==> src/rtl/prim_fifo_sync.sv <==
// Synchronous FIFO: DEPTH x WIDTH register storage, strict in-order delivery.
// Latency: one cycle from write to dvld_o; no fall-through when empty.
// Backpressure: urdy_o = !full_o, never depends on drdy_i (no write-through when full).
module prim_fifo_sync #(
  parameter int WIDTH           = 32,
  parameter int DEPTH           = 4,
  parameter bit ZERO_ON_INVALID = 1'b0
) (
  input  logic                     clk,
  input  logic                     reset,
  input  logic                     flush_i,
  output logic                     urdy_o,
  input  logic                     uvld_i,
  input  logic [WIDTH-1:0]         udat_i,
  input  logic                     drdy_i,
  output logic                     dvld_o,
  output logic [WIDTH-1:0]         ddat_o,
  output logic [$clog2(DEPTH):0]   count_o,
  output logic                     full_o,
  output logic                     empty_o
);

  localparam int PW = $clog2(DEPTH);
  localparam int CW = PW + 1;
  localparam logic [CW-1:0] FULL_CNT = CW'(DEPTH);
  localparam logic [PW-1:0] PTR_ONE  = PW'(1);
  localparam logic [CW-1:0] CNT_ONE  = CW'(1);

  // Pointer arithmetic relies on natural wrap, so DEPTH must be a power of two.
  if (DEPTH < 2 || (DEPTH & (DEPTH - 1)) != 0) begin : g_bad_depth
    $error("prim_fifo_sync: DEPTH must be a power of two and at least 2");
  end

  logic [WIDTH-1:0] mem [DEPTH];
  logic [PW-1:0]    wptr;
  logic [PW-1:0]    rptr;
  logic [CW-1:0]    count;
  logic             do_wr;
  logic             do_rd;

  // Status flags come from the registered count only.
  assign full_o  = (count == FULL_CNT);
  assign empty_o = (count == '0);
  assign urdy_o  = ~full_o;
  assign dvld_o  = ~empty_o;
  assign count_o = count;

  // Transfer qualifiers; flush suppresses both so it wins over same-cycle traffic.
  assign do_wr = uvld_i & ~full_o & ~flush_i;
  assign do_rd = ~empty_o & drdy_i & ~flush_i;

  // Head entry, optionally masked to zero while nothing valid is stored.
  assign ddat_o = (ZERO_ON_INVALID && empty_o) ? '0 : mem[rptr];

  // Pointer and occupancy state; reset beats flush beats normal transfers.
  always_ff @(posedge clk) begin
    if (reset) begin
      wptr  <= '0;
      rptr  <= '0;
      count <= '0;
    end else if (flush_i) begin
      wptr  <= '0;
      rptr  <= '0;
      count <= '0;
    end else begin
      if (do_wr) wptr <= wptr + PTR_ONE;
      if (do_rd) rptr <= rptr + PTR_ONE;
      case ({do_wr, do_rd})
        2'b10:   count <= count + CNT_ONE;
        2'b01:   count <= count - CNT_ONE;
        default: count <= count;
      endcase
    end
  end

  // Storage is never reset; a write during reset is dropped since pointers restart anyway.
  always_ff @(posedge clk) begin
    if (do_wr && !reset) begin
      mem[wptr] <= udat_i;
    end
  end

endmodule
==> config.mk <==
export PLATFORM = sky130hd
export DESIGN_NAME = prim_fifo_sync
export DESIGN_NICKNAME = d
export VERILOG_FILES = /design/src/rtl/prim_fifo_sync.sv
export SDC_FILE = /design/constraint.sdc
export NUM_CORES = 1
export LEC_CHECK = 0
export ABC_AREA = 1
export BUFFER_PORTS_ARGS = -buffer_cell sky130_fd_sc_hd__buf_2
export CORE_UTILIZATION = 35
export CTS_BUF_LIST = sky130_fd_sc_hd__clkbuf_4
export DETAILED_ROUTE_END_ITERATION = 8
export SYNTH_ARGS = -nofsm -noshare
export SYNTH_HDL_FRONTEND = slang
export SYNTH_SLANG_ARGS = --single-unit
==> constraint.sdc <==
create_clock -name clk -period 3.1 [get_ports clk]
set_clock_uncertainty 0.15 [all_clocks]
set_input_delay 0.155 -clock clk [delete_from_list [all_inputs] [get_ports clk]]
set_output_delay 0.155 -clock clk [all_outputs]
set_load 0.1 [all_outputs]
==> flow_summary.yaml <==
power:
  p_per_area_nw_per_um2: 557
  peakVddDrop_v: 0.000322
  p_total_mw: 3.67
  p_leak_nw: 2.39
worst_setup_path:
  path_cells: "buf_4 > o21ai_0 > o22ai_1 > buf_2"
  cp-start-kind: "flop"
  r2r_end: "mem[1][15]"
  reg2reg_setup_slack_ns: 1.01
  worstPathArrival_ns: 2.31
  crit_fanout: 45
  critPathRequiredTime_ns: 2.79
  r2r-start: "count_o[1]"
  end_kind: "output port"
  crit_path_max_incr_delay_ns: 0.67
  critical_path_class: "reg2out"
  r2r_cells: 6
  slowest_stage: "dfxtp_4"
logic_synthesis:
  synth_flop_cell: "edfxtp_1"
  ys_seq_area_frac: 0.758
  ys_types: 23
  async_flop_share: 0
  synth_warnings: 0
  synth_edf_count: 128
  synth_area_per_cell_um2: 13.7
  syn_inst: 386
  synth_area_um2: 5310
  ys_ff_latch: 137
  syn_nets: 429
place:
  hpwlAfterDp_um: 6370
  dp_worst_setup_slack_ns: 0.727
  gp_congestion: 0.689
  io_buffers: 75
clock_network:
  clkTransAtPathRegs_ns: 0.12
  h-tree-depth: 4
  cts_buffers: 17
  cts_sinks: 137
  cts_tree: "built"
  clockBufferDepth: 2
  insertion_delay_ns: 0.50
  root_buffer: "clkbuf_4"
timing:
  setup_violations: 0
  drv_slew: 0
  relSlewSlack: 0.618
  finalCriticalPeriod_ns: 2.61
  max_clock_freq_mhz: 383
  worstMarginPinSlew_ns: 0.573
  whs_ns: 0.232
  fin_crit_sh: 0.842
  rsz0062_at_grt: "false"
  hold_violations: 0
  finalWorstSetupSlack_ns: 0.489
global_route:
  grt_max_degree: 65
  antenna_found_initial: 0
  grt_pass1_wl_um: 17500
  grt_usage: 0.147
  grt.overflow.total: 0
  grt_pass1_vias: 3457
detailed_routing:
  wl_um: 10800
  first_pass_iters: 7
  drc: 0
  drt_iter0_markers: 308
  vias_per_cell: 4.75
  drt-wirelength-per-cell_um: 15.4
  ant_nets: 0
  vias: 3334
cells_and_area:
  drive_gt1_frac: 0.241
  layout_commonest_cell: "edfxtp_1"
  fin_nets: 548
  area_growth_pct: 24.3
  mostFrequentLayoutCells: "edfxtp_1 (128), buf_2 (75), nor2_1 (71), o21ai_0 (61), dlygate4sd3_1 (38)"
  num_antenna_cells: 0
  fillCellCount: 1337
hold_path:
  worstHoldPathType: "in2reg"
  min_from: "udat_i[5]"
  hold_end: "mem[3][5]"
  whs_path_depth: 2
die:
  die_h_um: 125
  num_rows: 44
  dieWidth_um: 125
  start_util: 0.362
  fp.coreArea_um2: 14600
  ios: 76
  dieArea_um2: 15700
status:
  run_status: "finished, final reports clean"
job:
  maxCapViolations: 0
## stage by stage
step	cells	area [um2]	setup TNS [ns]	util
after floorplan	386	5310	-12.39	-
after global placement	632	5880	0	0.401
after detailed placement	632	5880	0	0.401
after CTS	702	6600	0	0.450
after global routing	702	6600	0	0.451
final	702	6600	0	0.451
## registers in the layout, indices dropped and copies added, names as in the netlist, named ones only
signal   count
rptr         2
count_o      3
mem        128
wptr         2
## cell usage after synthesis, types with 5 or more instances
library cell	n	area, um2
edfxtp_1	128	3840
nor2_1	71	267
o21ai_0	61	305
o22ai_1	32	200
inv_1	20	75.1
nand2_1	14	52.6
dfxtp_1	9	180
buf_2	7	35.0
buf_6	6	67.6
a21oi_1	5	25.0
ha_1	5	62.6
nor2_2	5	31.3
## where the power goes
part           leakage [nW]  switching [mW]  internal, mW
clock                 0.186           0.596         0.748
sequential             1.23         0.00714          2.03
combinational         0.979           0.208        0.0785
total                  2.39           0.811          2.86
## layer usage
layer / routed length (um) / up-vias / part of all wire / GRT usage
li1: - / 1645 / - / -
met1: 4720 / 1597 / 0.44 / 0.175
met2: 5460 / 83 / 0.51 / 0.257
met3: 482 / 9 / 0.045 / 0.0407
met4: 119 / 0 / 0.011 / 0.0452
met5: 0 / - / 0 / 0
## worst max-delay path by stage
stage	cells past startpoint	slack [ns]	to	start
after floorplan	5	-0.1	mem[0][0]	count_o[1]
after global placement	4	0.79	ddat_o[12]	flop
after detailed placement	4	0.73	ddat_o[12]	flop
after CTS	4	0.14	ddat_o[12]	flop
after global routing	4	0.26	ddat_o[21]	flop
final	4	0.49	ddat_o[12]	flop
## critical path, delay by kind of cell, from the launching register on
kind / cells / cell delay (ns)
buf+inv: 2 / 0.79
flops: 1 / 0.67
compound gates: 2 / 0.32
## timing repair
| item | 4_1_cts | 5_1_grt |
|---|---|---|
| gates resized for setup | 0 | 1 |
| buffers inserted | 0 | 0 |
| endpoints found under the setup margin | 0 | 2 |
| hold endpoints to repair | 137 | 0 |
| hold buffers | 38 | 0 |
## logic make-up (layout without fill, tap and decap cells)
group           count (synthesis)  count (layout)  share of synthesized area
fa+ha+maj                       6               6                     0.0156
flops                         137             137                      0.758
buf+inv                        41             173                     0.0422
compound gates                102             102                      0.104
simple gates                  100             100                     0.0802
## area by class of cell
class,count,area (um2),share of cell area
well taps,184,230,0.0349
multi-input cells,208,1080,0.163
clock buffers,21,158,0.0239
repair buffers,119,838,0.127
flip-flops and latches,137,4030,0.610
inverters,22,87.6,0.0133
clock inverters,11,178,0.0269
Power figures use the tool's default switching activity.
